**src/rtl/pipe_stage_reg.sv**
```systemverilog
// Parametrised inter-stage pipeline register: valid bit, hold, bubble insertion, exception clear, Tnew countdown, perf counters.
// One-cycle latency, no in->out combinational path; stall holds the stage, flush/clear overwrite it with a bubble.
module pipe_stage_reg #(
    parameter int          DATA_W           = 32,
    parameter int          N_DATA           = 4,
    parameter int          WA_W             = 5,
    parameter int          TNEW_W           = 2,
    parameter int          EXC_W            = 5,
    parameter int          DEC_TNEW         = 1,
    parameter int          KEEP_PC_ON_FLUSH = 1,
    parameter logic [31:0] CLR_PC           = 32'h0000_4180,
    parameter int          CNT_W            = 16
) (
    input  logic                     clk,
    input  logic                     reset,
    input  logic                     stall,
    input  logic                     flush,
    input  logic                     clear,
    input  logic                     in_valid,
    input  logic [31:0]              in_instr,
    input  logic [31:0]              in_pc,
    input  logic [N_DATA*DATA_W-1:0] in_data,
    input  logic [WA_W-1:0]          in_wa,
    input  logic [TNEW_W-1:0]        in_tnew,
    input  logic [EXC_W-1:0]         in_exc,
    input  logic                     in_bd,
    output logic                     out_valid,
    output logic [31:0]              out_instr,
    output logic [31:0]              out_pc,
    output logic [N_DATA*DATA_W-1:0] out_data,
    output logic [WA_W-1:0]          out_wa,
    output logic [TNEW_W-1:0]        out_tnew,
    output logic [EXC_W-1:0]         out_exc,
    output logic                     out_bd,
    output logic [CNT_W-1:0]         stall_cnt,
    output logic [CNT_W-1:0]         bubble_cnt
);

    localparam logic [TNEW_W-1:0] TNEW_ONE = TNEW_W'(1);
    localparam logic [CNT_W-1:0]  CNT_ONE  = CNT_W'(1);
    localparam logic [CNT_W-1:0]  CNT_MAX  = '1;

    logic [TNEW_W-1:0] tnew_nxt;
    logic [WA_W-1:0]   wa_nxt;

    // An empty slot must look like "no pending write" to the hazard unit.
    always_comb begin
        tnew_nxt = in_tnew;
        wa_nxt   = in_wa;
        if ((DEC_TNEW != 0) && (in_tnew != '0)) begin
            tnew_nxt = in_tnew - TNEW_ONE;
        end
        if (!in_valid) begin
            tnew_nxt = '0;
            wa_nxt   = '0;
        end
    end

    function automatic logic [CNT_W-1:0] sat_inc(input logic [CNT_W-1:0] v);
        return (v == CNT_MAX) ? v : v + CNT_ONE;
    endfunction

    always_ff @(posedge clk or negedge reset) begin
        if (!reset) begin
            out_valid  <= 1'b0;
            out_instr  <= '0;
            out_pc     <= '0;
            out_data   <= '0;
            out_wa     <= '0;
            out_tnew   <= '0;
            out_exc    <= '0;
            out_bd     <= 1'b0;
            stall_cnt  <= '0;
            bubble_cnt <= '0;
        end else if (clear || flush) begin
            out_valid  <= 1'b0;
            out_instr  <= '0;
            out_data   <= '0;
            out_wa     <= '0;
            out_tnew   <= '0;
            out_exc    <= '0;
            bubble_cnt <= sat_inc(bubble_cnt);
            if (clear) begin
                out_pc <= CLR_PC;
                out_bd <= 1'b0;
            end else begin
                // Flushed slot may keep its pc/bd so a later exception still reports the right EPC.
                out_pc <= (KEEP_PC_ON_FLUSH != 0) ? in_pc : '0;
                out_bd <= (KEEP_PC_ON_FLUSH != 0) ? in_bd : 1'b0;
            end
        end else if (stall) begin
            stall_cnt <= sat_inc(stall_cnt);
        end else begin
            out_valid <= in_valid;
            out_instr <= in_instr;
            out_pc    <= in_pc;
            out_data  <= in_data;
            out_wa    <= wa_nxt;
            out_tnew  <= tnew_nxt;
            out_exc   <= in_exc;
            out_bd    <= in_bd;
        end
    end

endmodule

```
**config.mk**
```make
export PLATFORM = sky130hd
export DESIGN_NAME = pipe_stage_reg
export DESIGN_NICKNAME = d
export VERILOG_FILES = /design/src/rtl/pipe_stage_reg.sv
export SDC_FILE = /design/constraint.sdc
export NUM_CORES = 1
export LEC_CHECK = 0
export CAP_MARGIN = 10
export CORE_MARGIN = 2
export CORE_UTILIZATION = 30
export DETAILED_ROUTE_END_ITERATION = 10
export SLEW_MARGIN = 15
export SYNTH_ARGS = -nofsm -noshare
export SYNTH_HDL_FRONTEND = slang
export SYNTH_SLANG_ARGS = --single-unit
```
**constraint.sdc**
```tcl
create_clock -name clk -period 4.5 [get_ports clk]
set_clock_uncertainty 0.05 [all_clocks]
set_input_delay 0.9 -clock clk [delete_from_list [all_inputs] [get_ports clk]]
set_output_delay 0.9 -clock clk [all_outputs]
set_load 0.005 [all_outputs]
```
; ---- Word-level counts from Yosys, hierarchy flattened
; Index checks and enable logic that the tools add are counted.
[word_totals]
wordCells = 44
out_inout_bits = 238
input_bits = 211
register_bits = 238
[op_classes]
reduce_logical = 4
eq_ne = 3
addsub = 3
mux = 21
bitwise_logic = 3
[ops]
columns = cell, n
row1 = 128-bit 2-to-1 mux, 2
row2 = 32-bit 2-to-1 mux, 5
row3 = 16-bit by 1-bit adder with 16-bit output (second input constant), 2
row4 = 16-bit equality test (second input constant), 2
row5 = 5-bit 2-to-1 mux, 5
row6 = 2-bit 2-to-1 mux, 4
row7 = 1-bit 2-to-1 mux, 5
row8 = 1-bit inverter, 3
row9 = 3-bit AND reduction, 1
row10 = 2-bit by 1-bit inequality test with 1-bit output (second input constant), 1
row11 = 2-bit AND reduction, 1
row12 = 2-bit nonzero test, 1
row13 = 2-bit by 1-bit subtractor with 2-bit output (second input constant), 1
row14 = 1-bit logical OR, 1

; ---- Depth between registers and ports, before layout
; Gate-level depths: netlist of run 1.
[logic_depth]
ltp_word = 5
depth_mapped = 6
mapped_depth_nobuf = 5

; ---- Least setup slack after synthesis of run 1
; Ideal clock, no wire load.
[synth_path]
path_kind = input to register
startpoint = input port clear
endpoint = register bubble_cnt[14]
path_stages = 5
setup_slack_ns = 2.371
setup_time_ns = 0.079
t_required_ns = 4.371
path_buffers = 1
t_arrival_ns = 2.000
path_cell_list = buf_2 > nor2_1 > or3b_4 > nor4_2 > xor2_1
[synth_via]
elab_chain_cells = 2
[synth_rtl]
columns = item, line_no
row1 = start: declaration, 18  ; input logic clear,
row2 = 1-bit logical OR, 75  ; end else if (clear || flush) begin
row3 = 2-bit AND reduction (no line), n/a
row4 = end signal: assignment, 82  ; bubble_cnt <= sat_inc(bubble_cnt);
row5 = end: declaration, 36  ; output logic [CNT_W-1:0] bubble_cnt
; Every way passes these cells.
; A chain may end at the register's enable or synchronous reset.

; ---- Final worst setup path of run 1
[layout_path]
startpoint = register bubble_cnt[2]
endpoint = output port bubble_cnt[2]
; No word-level cell between the ends.

==> flow_summary_export.csv, run 1 <==
group,metric,value,unit
logic_synthesis,synth_top_cells_by_count,"dfrtp_1, nor2_1, mux2i_1, nand2_1, clkbuf_1",
timing,fmax,0.396,GHz
critical_path,worstRegToRegCells,5,
logic_synthesis,ys_ff_latch,238,
logic_synthesis,synth_edf_count,0,
detailed_routing,highest_layer,"met4",
logic_synthesis,synth-main-ff-cell,"dfrtp_1",
clock_tree,clk_pin_slew,0.06,ns
critical_path,slowest_stage,"clkdlybuf4s50_1",
cells_and_area,diodes,0,
placement,dp_cells,1702,
clock_tree,htreeDepth,1,
detailed_routing,firstDrtPassIters,4,
die,die_area,34100,um^2
detailed_routing,met2_length,14.1,mm
clock_tree,post_cts.repair.setup_buffers,0,
clock_tree,cts_tree,"built",
timing,slew_violations,0,
logic_synthesis,synth.area.top_cells,"dfrtp_1, mux2i_1, nor2_1, xor2_1, nand2b_1",
timing,hold_violations,0,
timing,max_slew_margin,43.5,%
grt,grt_max_degree,99,
critical_path,cp.required,3.55,ns
timing,rsz0062_at_grt,"no",
logic_synthesis,synth_fp_nets,1067,
die,fp.dieH,185,um
critical_path,arrival,1.58,ns
grt,global_route.overflow_total,0,
die,dieWidth,185,um
detailed_routing,ant_nets,0,
clock_tree,cts_root_buf,"clkbuf_16",
logic_synthesis,synth_top_area_share,60.8,%
detailed_routing,m1WireLength,12.4,mm
die,core-area,32400,um^2
cells_and_area,fill_cells,3035,
logic_synthesis,ys.warnings.count,0,
pwr,p_per_area,351,nW/um^2
flow_run,max_cap_viol_count,0,
logic_synthesis,yosysTopAreaCell,"dfrtp_1",
timing,finalCritPeriodShare,56.1,%
critical_path,end_kind,"primary output",
detailed_routing,post-route-drc-count,0,
critical_path,slowest_delay,0.58,ns
logic_synthesis,yosysMostFrequentCell,"dfrtp_1",
die,io_pins,449,
clock_tree,cts_buffer_depth,3,
critical_path,reg2reg_to,"bubble_cnt[1]$_DFFE_PN0P_",
detailed_routing,vias_per_cell,4.44,
clock_tree,cts_num_sinks,238,
cells_and_area,final_core_util,48.4,%
pwr,peakVddDrop,0.293,mV
pwr,leakagePower,7.08,nW
critical_path,worstSetupPathType,"flip-flop to primary output",
clock_tree,cts_hold_buf,0,
critical_path,r2r_setup_slack,2.57,ns
timing,period_needed,2.53,ns
clock_tree,clock_latency,0.52,ns
cells_and_area,design_area,15700,um^2
clock_tree,cts_buffers,27,
placement,dpl_cell_area,14800,um^2
timing,setup_viol,0,
placement,gp_congestion,0.791,
critical_path,cp_top_family,"buffers and inverters",
status,status,"finished, final reports clean",
timing,setup_tns,0,ns
logic_synthesis,synth_cell_types,35,
die,rows,66,
logic_synthesis,syn_inst,854,
grt,grt_pass1_wl,44.8,mm
critical_path,critPathLaunchType,"flip-flop",
grt,grt_pass1_vias,7720,
hold_path,hold_path.class,"input port to asynchronous set/reset pin",
timing,worst_slew_pin_slew,0.847,ns
logic_synthesis,ys_async_sr_fraction,100,%
die,start_util,30.3,%
detailed_routing,drt_wl_total,29.8,mm
grt,antenna_found_initial,0,
detailed_routing,met3_length,2.83,mm
placement,portBuffers,448,
clock_tree,cts-resized-gates,0,
logic_synthesis,syn_area_per_cell,11.5,um^2
detailed_routing,wl_per_cell,17.0,um
cells_and_area,nets,1502,
critical_path,r2r_start,"bubble_cnt[0]$_DFFE_PN0P_",
critical_path,worst-path-buf-inv,1,
critical_path,crit_chain,"clkdlybuf4s50_1",
detailed_routing,vias,7766,
cells_and_area,fin_cells,1750,
grt,track_usage,16.6,%
detailed_routing,dr.first_iter.drc_count,460,
cells_and_area,syn_to_final_growth,59.8,%
logic_synthesis,yosysSeqAreaShare,60.8,%
critical_path,path_max_fanout,5,
cells_and_area,drive_gt1_share,4.59,%
logic_synthesis,syn-cell-area,9800,um^2
placement,detailed_place_hpwl,20.9,mm
-- worst reg2reg max path, stage by stage (launching register included) --
cell,delay [ns]
dfrtp_1,0.41
ha_1,0.28
nand3_1,0.19
nor4_2,0.47
nor2_2,0.11
mux2_4,0.31
-- layout make-up --
cell class | count | area (um^2) | area share [%]
well taps | 442 | 553 | 3.53
repair buffers | 458 | 4620 | 29.5
clock buffers | 45 | 833 | 5.32
clock inverters | 3 | 65.1 | 0.415
flip-flops and latches | 238 | 5960 | 38.0
multi-input cells | 564 | 3640 | 23.2
-- how the worst max path moves through the flow --
stage	from	to	slack, ns	cells past startpoint
6_report	bubble_cnt[2]$_DFFE_PN0P_	bubble_cnt[2]	1.97	1
5_1_grt	bubble_cnt[2]$_DFFE_PN0P_	bubble_cnt[2]	1.87	1
4_1_cts	bubble_cnt[10]$_DFFE_PN0P_	bubble_cnt[10]	1.92	1
3_5_place_dp	flush	stall_cnt[1]$_DFFE_PN0P_	1.46	5
3_3_place_gp	flush	stall_cnt[1]$_DFFE_PN0P_	1.48	5
2_1_floorplan	clear	bubble_cnt[14]$_DFFE_PN0P_	2.37	5
-- flip-flops by register name (all words and copies together) (netlist names) --
register,cells
bubble_cnt,16
out_exc,5
stall_cnt,16
out_pc,32
out_wa,5
out_valid,1
out_data,128
out_instr,32
out_tnew,2
out_bd,1
-- routing by layer --
metal,global-route usage [%],vias to the layer above
li1,-,3730
met1,20.9,3708
met2,27.8,295
met3,5.22,33
met4,3.90,0
met5,0,-
-- power by group --
part           switching (W)  total, W  internal [W]
clock network       0.000861   0.00222       0.00136
logic               0.000331  0.000860      0.000529
registers           0.000138   0.00241       0.00227
total                0.00133   0.00549       0.00416
-- cell families (layout without fill, tap and decap cells) --
family          after synthesis  count (layout)  share of synthesized area, %
simple gates                322             322                          14.7
flops                       238             238                          60.8
mux                         167             167                          17.1
buf+inv                      52             506                          2.21
compound gates               43              43                          2.32
xor+xnor                     30              30                          2.68
fa+ha+maj                     2               2                         0.255
-- stage by stage --
stage	power [W]	hold slack (ns)	worst slack, ns
6_report	0.00549	0.297	1.97
5_1_grt	0.00575	0.356	1.87
4_1_cts	0.00558	0.366	1.92
3_5_place_dp	0.00331	0.423	1.46
3_3_place_gp	0.00331	0.412	1.48
2_1_floorplan	0.00271	0.423	2.37
-- layout by cell type (no fill, tap or decap), drive strengths merged --
master / instances
a32oi: 1
or2: 1
ha: 2
o211ai: 1
xor2: 25
nand2: 48
and4: 2
a22oi: 1
nand3: 8
and3: 3
mux2i: 165
nor4: 5
nor3b: 2
clkbuf: 45
nor4b: 1
nand2b: 30
o21ai: 33
xnor2: 5
clkinv: 1
bufinv: 2
mux2: 2
nand4: 12
clkdlybuf4s50: 446
buf: 12
or4: 1
nor3: 17
nor2: 190
o2111ai: 1
or3b: 1
dfrtp: 238
a21oi: 6
nor2b: 1
Note: power is estimated with default switching activity, not from simulation.
==> inputs of run 2 (changes only) <==
Clock period 4.5 ns to 2.5 ns, I/O delays scaled along.
==> run 2 against run 1 <==
  * Cell count up 0.86%
  * Global-route usage up 0.38 points
  * Flip-flop and latch count unchanged
  * Setup slack worse by 1.6 ns
  * Critical path depth is the same
  * Critical path type unchanged
  * Critical endpoint is now bubble_cnt[3]
==> flow_summary_export.csv, run 2 (synthesis gave the netlist of run 1 again) <==
group,metric,value,unit
die,die_area,34100,um^2
critical_path,worst-path-buf-inv,1,
clock_tree,clock_latency,0.53,ns
clock_tree,htreeDepth,1,
clock_tree,cts-resized-gates,0,
flow_run,max_cap_viol_count,0,
detailed_routing,post-route-drc-count,0,
grt,global_route.overflow_total,0,
grt,grt_pass1_wl,45.5,mm
placement,dpl_cell_area,14900,um^2
clock_tree,clk_pin_slew,0.06,ns
die,fp.dieH,185,um
critical_path,slowest_delay,0.58,ns
critical_path,r2r_setup_slack,0.54,ns
pwr,p_per_area,631,nW/um^2
clock_tree,cts_root_buf,"clkbuf_16",
pwr,leakagePower,7.18,nW
grt,grt_max_degree,98,
pwr,p_switching,0.00246,W
clock_tree,cts_buffers,28,
timing,period_needed,2.14,ns
timing,fmax,0.467,GHz
cells_and_area,layout_common_cells,"clkdlybuf4s50_1, dfrtp_1, nor2_1",
grt,antenna_found_initial,0,
cells_and_area,drive_gt1_share,5.74,%
status,status,"finished, final reports clean",
critical_path,crit_chain,"clkdlybuf4s50_1",
detailed_routing,ant_nets,0,
critical_path,critPathLaunchType,"flip-flop",
die,start_util,30.3,%
cells_and_area,diodes,0,
critical_path,end_kind,"primary output",
cells_and_area,top_regs,"out_data: 128 flops, out_instr: 32 flops, out_pc: 32 flops",
die,rows,66,
detailed_routing,dr.first_iter.drc_count,370,
pwr,pwr-share-clk,40.8,%
critical_path,arrival,1.59,ns
timing,setup_viol,0,
critical_path,slowest_stage,"clkdlybuf4s50_1",
cells_and_area,syn_to_final_growth,61.5,%
timing,max_slew_margin,50.3,%
critical_path,cp.required,1.95,ns
placement,portBuffers,448,
clock_tree,post_cts.repair.setup_buffers,0,
detailed_routing,vias,7821,
die,core-area,32400,um^2
hold_path,hold_path.class,"input port to flip-flop",
timing,rsz0062_at_grt,"no",
placement,dp_cells,1713,
grt,track_usage,17.0,%
detailed_routing,wl_per_cell,17.0,um
critical_path,worstSetupPathType,"flip-flop to primary output",
pwr,peakVddDrop,0.555,mV
timing,worst_slew_pin_slew,0.746,ns
clock_tree,cts_hold_buf,1,
cells_and_area,nets,1515,
die,dieWidth,185,um
pwr,pwr-share-seq,43.3,%
detailed_routing,drt_wl_total,30.1,mm
timing,slew_violations,0,
detailed_routing,firstDrtPassIters,4,
die,io_pins,449,
pwr,p_int,0.00753,W
critical_path,path_max_fanout,6,
cells_and_area,design_area,15800,um^2
timing,setup_tns,0,ns
clock_tree,cts_num_sinks,238,
timing,hold_violations,0,
clock_tree,cts_buffer_depth,3,
cells_and_area,fin_cells,1765,
cells_and_area,final_common_cell,"clkdlybuf4s50_1",
detailed_routing,vias_per_cell,4.43,
clock_tree,cts_tree,"built",
grt,grt_pass1_vias,7909,
pwr,finalPower,0.00999,W
placement,gp_congestion,0.783,
cells_and_area,regMostFlops,"out_data",
critical_path,cp_top_family,"buffers and inverters",
pwr,netSwitchingFraction,24.6,%
timing,finalCritPeriodShare,85.6,%
pwr,combPwrFrac,15.9,%
placement,detailed_place_hpwl,21.5,mm
cells_and_area,largest_reg_flops,128,
## run 2: cell types whose count changed in the layout (fill, tap and decap cells not counted), sizes merged
cell	change
dlygate4sd3	+1
clkbuf	-4
buf	+11
clkinv	+7
## run 2: power by group through the flow
stage                     combinational [W]  sequential (W)  clock (W)
after floorplan                    0.000517         0.00437          0
after global placement              0.00160         0.00439          0
after detailed placement            0.00161         0.00438          0
after CTS                           0.00162         0.00432    0.00421
after global routing                0.00174         0.00436    0.00438
final                               0.00159         0.00433    0.00407
## run 2: final timing paths
path                                            from                         to  cells after the start
hold / removal                                 stall   stall_cnt[0]$_DFFE_PN0P_                      4
max in group asynchronous                      reset   out_data[32]$_DFFE_PN0P_                      3
setup reg to reg           bubble_cnt[0]$_DFFE_PN0P_  bubble_cnt[1]$_DFFE_PN0P_                      5
hold reg to reg               out_pc[11]$_DFFE_PN0P_     out_pc[11]$_DFFE_PN0P_                      2
min in group asynchronous                      reset  out_instr[15]$_DFFE_PN0P_                      2
setup / recovery           bubble_cnt[3]$_DFFE_PN0P_              bubble_cnt[3]                      1
## run 2: worst register-to-register path, stage by stage, from the launching register on
cell	delay, ns
dfrtp_1	0.41
ha_1	0.28
nand3_1	0.18
nor4_2	0.50
nor2_2	0.11
mux2_4	0.31
## run 2: layout make-up
class,count,area [um^2]
flip-flops and latches,238,5960
fillers,3064,16500
clock buffers,41,821
repair buffers,470,4760
well taps,442,553
clock inverters,10,100
multi-input cells,564,3640
## run 2: through the flow
step	util, %	worst slack [ns]	hold slack [ns]
floorplan	-	0.771	0.154
global placement	46.0	0.230	0.380
detailed placement	46.0	0.219	0.376
CTS	48.9	0.321	0.359
global route	48.9	0.270	0.354
finish	48.9	0.360	0.379
## run 2: per-layer routing
| metal | part of all wire [%] | vias to the layer above | GRT usage, % | wire length (um) |
|---|---|---|---|---|
| li1 | - | 3761 | - | - |
| met1 | 41 | 3703 | 20.8 | 12200 |
| met2 | 47 | 308 | 28.4 | 14200 |
| met3 | 9.5 | 49 | 5.71 | 2870 |
| met4 | 2.6 | 0 | 4.89 | 778 |
| met5 | 0 | - | 0 | 0 |
